--- config.mk ---
export PLATFORM = sky130hd
export DESIGN_NAME = fighter_motion_ctrl_flat
export DESIGN_NICKNAME = d
export VERILOG_FILES = /design/src/rtl/fighter_motion_ctrl_if.sv /design/src/rtl/fighter_motion_ctrl.sv /design/src/flat_wrapper.sv
export SDC_FILE = /design/constraint.sdc
export NUM_CORES = 1
export LEC_CHECK = 0
export BUFFER_PORTS_ARGS = -buffer_cell sky130_fd_sc_hd__buf_2
export CORE_ASPECT_RATIO = 1.5
export CORE_MARGIN = 3
export CORE_UTILIZATION = 50
export DETAILED_ROUTE_END_ITERATION = 8
export PLACE_DENSITY = 0.68
export SLEW_MARGIN = 20
export SYNTH_ARGS = -nofsm -noshare
export SYNTH_HDL_FRONTEND = slang
export SYNTH_SLANG_ARGS = --single-unit
--- constraint.sdc ---
create_clock -name clk -period 3.5 [get_ports clk]
set_clock_uncertainty 0.15 [all_clocks]
set_input_delay 0 -clock clk [delete_from_list [all_inputs] [get_ports clk]]
set_output_delay 0 -clock clk [all_outputs]
set_load 0.005 [all_outputs]
--- src/rtl/fighter_motion_ctrl_if.sv ---
// fighter_motion_ctrl_if: buttons/opponent in, fighter state out.
// master = button source, slave = motion controller.
interface fighter_motion_ctrl_if;
  logic       btn_left;
  logic       btn_right;
  logic       btn_up;
  logic       btn_down;
  logic       btn_attack;
  logic [6:0] opp_x;
  logic [6:0] x;
  logic [6:0] y;
  logic       in_air;
  logic [1:0] move_state;
  logic [2:0] character_state;
  logic       mirror;
  logic       tick;

  modport master (
    output btn_left, btn_right, btn_up, btn_down, btn_attack, opp_x,
    input  x, y, in_air, move_state, character_state, mirror, tick
  );

  modport slave (
    input  btn_left, btn_right, btn_up, btn_down, btn_attack, opp_x,
    output x, y, in_air, move_state, character_state, mirror, tick
  );
endinterface

--- src/rtl/fighter_motion_ctrl.sv ---
// fighter_motion_ctrl: tick-rate walk, jump, attack and combo control.
// FIGHTER_SUPER_COMBO_EN: 8-deep history, U,D,U,D,L,R,L,R super move.
module fighter_motion_ctrl #(
  parameter int TICK_DIV     = 3_125_000,
  parameter int X_MIN        = 8,
  parameter int X_MAX        = 88,
  parameter int X_INIT       = 24,
  parameter int Y_GROUND     = 40,
  parameter int STEP         = 1,
  parameter int JUMP_V0      = 6,
  parameter int PUNCH_TICKS  = 12,
  parameter int SP_TICKS     = 24,
  parameter int COMBO_WINDOW = 16
) (
  input  logic                  clk,
  input  logic                  reset,
  fighter_motion_ctrl_if.slave  io
);

  typedef enum logic [2:0] {
    ST_IDLE    = 3'b000,
    ST_PUNCH   = 3'b001,
    ST_SPECIAL = 3'b010,
    ST_SUPER   = 3'b011
  } st_e;

`ifdef FIGHTER_SUPER_COMBO_EN
  localparam int HD = 8;
`else
  localparam int HD = 3;
`endif
  localparam int CW = (TICK_DIV > 1) ? $clog2(TICK_DIV) : 1;
  localparam int TW = $clog2(2 * SP_TICKS + 1);
  localparam int GW = $clog2(COMBO_WINDOW + 2);
  localparam int NW = $clog2(HD + 1);

  localparam logic [1:0] D_L = 2'd0;
  localparam logic [1:0] D_D = 2'd1;
  localparam logic [1:0] D_R = 2'd2;
  localparam logic [1:0] D_U = 2'd3;

  localparam logic [1:0] MS_FWD = 2'b01;
  localparam logic [1:0] MS_BWD = 2'b10;

  localparam logic [7:0] XMIN8 = 8'(X_MIN);
  localparam logic [7:0] XMAX8 = 8'(X_MAX);
  localparam logic [7:0] STEP8 = 8'(STEP);
  localparam logic [7:0] YG8   = 8'(Y_GROUND);

  logic [CW-1:0]       cnt_q, cnt_d;
  logic [4:0]          btn_q, btn_d;
  logic [6:0]          x_q, x_d;
  logic [6:0]          y_q, y_d;
  logic [4:0]          vy_q, vy_d;
  logic                air_q, air_d;
  logic [1:0]          ms_q, ms_d;
  st_e                 st_q, st_d;
  logic [TW-1:0]       tmr_q, tmr_d;
  logic                mir_q, mir_d;
  logic [GW-1:0]       gap_q, gap_d;
  logic [HD-1:0][1:0]  hist_q, hist_d;
  logic [NW-1:0]       hn_q, hn_d;

  logic                tick_w;
  logic [4:0]          btn_w;
  logic [4:0]          edg;
  logic                idle;
  logic                jump;
  logic                air_v;
  logic [4:0]          vy_v;
  logic [7:0]          y_nx;
  logic [7:0]          x_w;
  logic [7:0]          x_nx;
  logic                go_l;
  logic                go_r;
  logic [GW-1:0]       gap_nx;
  logic [2:0]          ndir;
  logic [1:0]          code;
  logic [HD-1:0][1:0]  hist_v;
  logic [NW-1:0]       hn_v;
  logic                ldr;
  logic                sup;

  assign tick_w = (cnt_q == CW'(TICK_DIV - 1));
  assign btn_w  = {io.btn_attack, io.btn_down, io.btn_up,
                   io.btn_right, io.btn_left};

  // Next-state: jump physics, then walk, then combo/attack on each tick
  always_comb begin
    cnt_d  = tick_w ? '0 : cnt_q + 1'b1;
    btn_d  = btn_q;
    x_d    = x_q;
    y_d    = y_q;
    vy_d   = vy_q;
    air_d  = air_q;
    ms_d   = ms_q;
    st_d   = st_q;
    tmr_d  = tmr_q;
    mir_d  = mir_q;
    gap_d  = gap_q;
    hist_d = hist_q;
    hn_d   = hn_q;
    edg    = '0;
    idle   = (st_q == ST_IDLE);
    jump   = 1'b0;
    air_v  = air_q;
    vy_v   = vy_q;
    y_nx   = '0;
    x_w    = {1'b0, x_q};
    x_nx   = {1'b0, x_q};
    go_l   = 1'b0;
    go_r   = 1'b0;
    gap_nx = gap_q;
    ndir   = '0;
    code   = D_U;
    hist_v = hist_q;
    hn_v   = hn_q;
    ldr    = 1'b0;
    sup    = 1'b0;
    if (tick_w) begin
      btn_d = btn_w;
      edg   = btn_w & ~btn_q;
      jump  = edg[2] & ~air_q & idle;
      air_v = air_q | jump;
      vy_v  = jump ? 5'(JUMP_V0) : vy_q;
      y_nx  = {1'b0, y_q} - {{3{vy_v[4]}}, vy_v};
      if (air_v) begin
        if ($signed(y_nx) >= $signed(YG8)) begin
          y_d   = YG8[6:0];
          air_d = 1'b0;
          vy_d  = '0;
        end else begin
          y_d   = y_nx[6:0];
          air_d = 1'b1;
          vy_d  = vy_v - 5'd1;
        end
      end

      go_l = btn_w[0] & ~btn_w[1] & idle;
      go_r = btn_w[1] & ~btn_w[0] & idle;
      ms_d = 2'b00;
      if (go_r && x_w < XMAX8) begin
        x_nx = (x_w + STEP8 > XMAX8) ? XMAX8 : x_w + STEP8;
        ms_d = (io.opp_x > x_q) ? MS_FWD : MS_BWD;
      end else if (go_l && x_w > XMIN8) begin
        x_nx = (x_w < XMIN8 + STEP8) ? XMIN8 : x_w - STEP8;
        ms_d = (io.opp_x < x_q) ? MS_FWD : MS_BWD;
      end
      x_d = x_nx[6:0];
      if ({1'b0, io.opp_x} < x_nx) begin
        mir_d = 1'b1;
      end else if ({1'b0, io.opp_x} > x_nx) begin
        mir_d = 1'b0;
      end

      ndir = 3'(edg[0]) + 3'(edg[1]) + 3'(edg[2]) + 3'(edg[3]);
      gap_nx = (gap_q > GW'(COMBO_WINDOW)) ? gap_q : gap_q + 1'b1;
      if (gap_nx > GW'(COMBO_WINDOW)) begin
        hist_v = '0;
        hn_v   = '0;
      end
      gap_d = gap_nx;
      if (ndir == 3'd1) begin
        unique case (1'b1)
          edg[0]:  code = D_L;
          edg[3]:  code = D_D;
          edg[1]:  code = D_R;
          default: code = D_U;
        endcase
        hist_v = {hist_v[HD-2:0], code};
        hn_v   = (hn_v == NW'(HD)) ? hn_v : hn_v + 1'b1;
        gap_d  = '0;
      end else if (ndir > 3'd1) begin
        hist_v = '0;
        hn_v   = '0;
        gap_d  = '0;
      end
      ldr = (hn_v >= NW'(3)) && (hist_v[2] == D_L) &&
            (hist_v[1] == D_D) && (hist_v[0] == D_R);
`ifdef FIGHTER_SUPER_COMBO_EN
      sup = (hn_v == NW'(8)) &&
            (hist_v == {D_U, D_D, D_U, D_D, D_L, D_R, D_L, D_R});
`endif
      hist_d = hist_v;
      hn_d   = hn_v;

      if (idle) begin
        if (edg[4]) begin
          hist_d = '0;
          hn_d   = '0;
          if (sup && !air_d) begin
            st_d  = ST_SUPER;
            tmr_d = TW'(2 * SP_TICKS);
          end else if (ldr && !air_d) begin
            st_d  = ST_SPECIAL;
            tmr_d = TW'(SP_TICKS);
          end else begin
            st_d  = ST_PUNCH;
            tmr_d = TW'(PUNCH_TICKS);
          end
        end
      end else begin
        tmr_d = tmr_q - 1'b1;
        if (tmr_q == TW'(1)) begin
          st_d = ST_IDLE;
        end
      end
    end
  end

  // State registers with synchronous reset
  always_ff @(posedge clk) begin
    if (reset) begin
      cnt_q  <= '0;
      btn_q  <= '0;
      x_q    <= 7'(X_INIT);
      y_q    <= 7'(Y_GROUND);
      vy_q   <= '0;
      air_q  <= 1'b0;
      ms_q   <= 2'b00;
      st_q   <= ST_IDLE;
      tmr_q  <= '0;
      mir_q  <= 1'b0;
      gap_q  <= '0;
      hist_q <= '0;
      hn_q   <= '0;
    end else begin
      cnt_q  <= cnt_d;
      btn_q  <= btn_d;
      x_q    <= x_d;
      y_q    <= y_d;
      vy_q   <= vy_d;
      air_q  <= air_d;
      ms_q   <= ms_d;
      st_q   <= st_d;
      tmr_q  <= tmr_d;
      mir_q  <= mir_d;
      gap_q  <= gap_d;
      hist_q <= hist_d;
      hn_q   <= hn_d;
    end
  end

  assign io.x               = x_q;
  assign io.y               = y_q;
  assign io.in_air          = air_q;
  assign io.move_state      = ms_q;
  assign io.character_state = st_q;
  assign io.mirror          = mir_q;
  assign io.tick            = tick_w;

endmodule
--- src/flat_wrapper.sv ---
// flat-port wrapper written by rule: the top's interface ports become plain ports
module fighter_motion_ctrl_flat 
#(
  parameter int TICK_DIV     = 3_125_000,
  parameter int X_MIN        = 8,
  parameter int X_MAX        = 88,
  parameter int X_INIT       = 24,
  parameter int Y_GROUND     = 40,
  parameter int STEP         = 1,
  parameter int JUMP_V0      = 6,
  parameter int PUNCH_TICKS  = 12,
  parameter int SP_TICKS     = 24,
  parameter int COMBO_WINDOW = 16
)
  (clk, reset, io_btn_left, io_btn_right, io_btn_up, io_btn_down, io_btn_attack, io_opp_x, io_x, io_y, io_in_air, io_move_state, io_character_state, io_mirror, io_tick);
  fighter_motion_ctrl_if io_i ();
  input  logic clk;
  input  logic reset;
  input wire logic [$bits(io_i.btn_left)-1:0] io_btn_left;
  input wire logic [$bits(io_i.btn_right)-1:0] io_btn_right;
  input wire logic [$bits(io_i.btn_up)-1:0] io_btn_up;
  input wire logic [$bits(io_i.btn_down)-1:0] io_btn_down;
  input wire logic [$bits(io_i.btn_attack)-1:0] io_btn_attack;
  input wire logic [$bits(io_i.opp_x)-1:0] io_opp_x;
  output wire logic [$bits(io_i.x)-1:0] io_x;
  output wire logic [$bits(io_i.y)-1:0] io_y;
  output wire logic [$bits(io_i.in_air)-1:0] io_in_air;
  output wire logic [$bits(io_i.move_state)-1:0] io_move_state;
  output wire logic [$bits(io_i.character_state)-1:0] io_character_state;
  output wire logic [$bits(io_i.mirror)-1:0] io_mirror;
  output wire logic [$bits(io_i.tick)-1:0] io_tick;
  assign io_i.btn_left = io_btn_left;
  assign io_i.btn_right = io_btn_right;
  assign io_i.btn_up = io_btn_up;
  assign io_i.btn_down = io_btn_down;
  assign io_i.btn_attack = io_btn_attack;
  assign io_i.opp_x = io_opp_x;
  assign io_x = io_i.x;
  assign io_y = io_i.y;
  assign io_in_air = io_i.in_air;
  assign io_move_state = io_i.move_state;
  assign io_character_state = io_i.character_state;
  assign io_mirror = io_i.mirror;
  assign io_tick = io_i.tick;
  fighter_motion_ctrl #(.TICK_DIV(TICK_DIV), .X_MIN(X_MIN), .X_MAX(X_MAX), .X_INIT(X_INIT), .Y_GROUND(Y_GROUND), .STEP(STEP), .JUMP_V0(JUMP_V0), .PUNCH_TICKS(PUNCH_TICKS), .SP_TICKS(SP_TICKS), .COMBO_WINDOW(COMBO_WINDOW)) u_core (.clk(clk), .reset(reset), .io(io_i));
endmodule
==> results.yml <==
run_status:
  status: "finished clean"
cells_and_area:
  drive_above_1_share_pct: 18.3
  fin_area_um2: 5490
  layout_common_cells: "nand2_1 (78), dfxtp_1 (68), nor2_1 (54)"
  fill_cells: 813
  antenna_cells: 0
  area_growth_pct: 17.0
  fin_nets: 691
  final_common_cell: "nand2_1"
synth:
  yosys.area.top_type: "dfxtp_1"
  synth_ff_type: "dfxtp_1"
  synth_nets: 636
  synth-edff-count: 0
  synth_cell_type_count: 81
  netlist_top_cells_area: "dfxtp_1 (30%), ha_1 (8.5%), nand2_1 (6.3%)"
  synthArstFlopShare_pct: 0
  yosysWarnings: 0
  synth-seq-area-share_pct: 30.3
  avgSynthCellArea_um2: 7.96
  synth_area_um2: 4690
  synth-seq-cells: 71
  syn_inst: 589
  yosys.area.top_type_share_pct: 30.3
die:
  dieHeight_um: 125
  initial_utilization_pct: 52.2
  die_area_um2: 10600
  core_um2: 8990
  row_count: 42
  io-pin-count: 36
  dieWidth_um: 85.1
drt:
  drt_pass1_iterations: 4
  ant_nets: 0
  vias: 4511
  wl_um: 12000
  drt_iter0_markers: 199
  wl_per_cell_um: 15.8
  drc: 0
  viasPerCell: 5.94
global_route:
  grt_pass1_vias: 4363
  grt_pass1_wl_um: 20300
  grt_usage_pct: 23.1
  overflow: 0
  antenna_found_initial: 0
  grt_max_degree: 30
sta:
  fin_crit_sh_pct: 95.5
  worstMarginPinSlew_ps: 738
  layout_min_cycle_time_ps: 3340
  drv_slew: 0
  relSlewSlack_pct: 50.1
  setup_viol: 0
  fmax_ghz: 0.299
  rsz0062_at_grt: "false"
  finalHoldViolCount: 0
critical_path:
  critPathBufInv: 4
  crit_chain: "or3_4 -> or2_4 -> nand2_2 -> inv_1 -> ha_1 -> inv_2 -> buf_4 -> a311oi_2 -> o41ai_2 -> xnor2_1 -> a31oi_1 -> o21ai_2 -> buf_4 -> nand4_4 -> o22a_1"
  startpoint_type: "register"
  worst_path_most_repeated_cell: "buf_4"
  cpMaxStageDelayCell: "o41ai_2"
  cp_data_required_time_ps: 3590
  worstSetupEndpointType: "register"
  critPathKind: "register to register"
  arrival_ps: 3430
  crit_fanout: 6
  max_stage_delay_ps: 450
  path_delay_family: "compound AO/OA/AOI/OAI gates"
  reg2reg_slack_ps: 160
clock_tree:
  cts_sinks: 71
  htreeDepth: 3
  cts_max_path_buffers: 2
  path_clk_slew_ps: 60
  cts_tree: "built"
  cts_root_buffer: "clkbuf_16"
  clk-insertion-delay-late_ps: 340
  cts_buffers: 9
power_and_ir_drop:
  p_total_mw: 1.98
  clockPowerShare_pct: 50.4
  leakagePower_nw: 2.20
  comb_power_share_pct: 8.6
  pwr-share-seq_pct: 41.0
  power_density_nw_per_um2: 361
  max-vdd-ir-drop_uv: 311
  swShare_pct: 24.0
  p_switching_mw: 0.475
  p_int_mw: 1.51
min_path:
  hold_path_class: "input pin to register"
placed_design:
  placed_cell_area_um2: 5040
  post-dp-hpwl_um: 8990
  gp_congestion: 0.898
  numPortBuffers: 34
flow_run:
  cap_violations: 0
[repair_timing]
item	CTS	global route
pin swaps	0	11
hold buffers	5	0
buffers inserted	0	1
resized for setup	4	17
setup endpoints to repair	4	17
hold endpoints to repair	5	0
gates cloned	0	0
[cell usage after synthesis (all sizes together), types with 3 or more instances]
cell type  number
and2            3
a221oi          5
nor3b           3
xor2           15
and4            3
nand2          79
buf             9
a31oi           7
o311ai          3
a21o            4
nor2           55
xnor2          14
o22ai           5
a21oi          29
nor2b           9
o211a           3
nor3           20
ha             32
a221o           3
o31ai           4
inv            35
or2             5
o211ai          4
and3            9
o21ai          47
a211oi          5
nand3          21
nand4          14
or3             9
nor4            5
clkbuf         10
dfxtp          71
o21a           10
nand2b          5
a22oi           3
a22o            3
[final cells by class]
class | count | area [um2] | share of cell area (%)
multi-input combinational | 464 | 3070 | 55.9
sequential | 71 | 1430 | 26.1
timing repair buffer | 63 | 400 | 7.30
clock buffer | 9 | 225 | 4.10
tap | 110 | 138 | 2.51
inverter | 35 | 131 | 2.39
clock inverter | 7 | 95.1 | 1.73
[registers in the layout, summed over array words and instances (netlist names)]
signal	flops
u_core.cnt_q	22
u_core.io.x	7
u_core.io.y	7
u_core.hist_q	6
u_core.tmr_q	6
u_core.btn_q	5
u_core.gap_q	5
u_core.vy_q	5
u_core.hn_q	2
u_core.io.character_state	2
u_core.io.move_state	2
u_core.io.in_air	1
u_core.io.mirror	1
[per-stage QoR]
stage | hold slack (ps) | utilization, % | TNS (ps) | instances | worst slack (ps)
detailed placement | 114 | 56.1 | -67.0 | 737 | -67.0
finish | 14.3 | 61.1 | 0 | 759 | 156
floorplan | -11.5 | - | 0 | 589 | 57.3
CTS | 10.1 | 60.4 | 0 | 758 | 18.3
global placement | 112 | 56.1 | 0 | 737 | 8.51
global route | 56.7 | 61.1 | 0 | 759 | 16.8
[power by group through the flow]
stage	Clock [mW]	Combinational (mW)	Sequential, mW
after floorplan	0	0.109	0.831
after global placement	0	0.155	0.831
after detailed placement	0	0.160	0.831
after CTS	1.02	0.166	0.814
after global routing	1.05	0.190	0.812
final	0.998	0.171	0.812
[final timing paths]
kind	startpoint	endpoint	cells past startpoint
min reg2reg	u_core.cnt_q[0]$_SDFF_PP0_	u_core.cnt_q[0]$_SDFF_PP0_	1
max reg2reg	u_core.io.in_air$_SDFFE_PP0P_	u_core.io.y[5]$_SDFFE_PP1P_	15
max	u_core.io.in_air$_SDFFE_PP0P_	u_core.io.y[5]$_SDFFE_PP1P_	15
min	reset	u_core.cnt_q[2]$_SDFF_PP0_	2
[routing by layer]
metal / GRT usage (%) / vias up / wire [um]
met5: 0 / - / 0
met2: 39.9 / 130 / 6150
met3: 4.63 / 30 / 504
met1: 27.4 / 2127 / 4980
met4: 9.04 / 0 / 368
li1: - / 2224 / -
[cells by family (layout without fill, tap and decap cells)]
| family | Yosys count | in the layout | share of synthesized area, % |
|---|---|---|---|
| mux | 1 | 1 | 0.213 |
| fa+ha+maj | 33 | 33 | 8.96 |
| flops | 71 | 71 | 30.3 |
| compound gates | 146 | 146 | 21.5 |
| other cells | 1 | 1 | 0.0799 |
| buf+inv | 54 | 114 | 5.60 |
| xor+xnor | 29 | 29 | 5.41 |
| simple gates | 254 | 254 | 28.0 |
(Power assumes the default switching activity.)
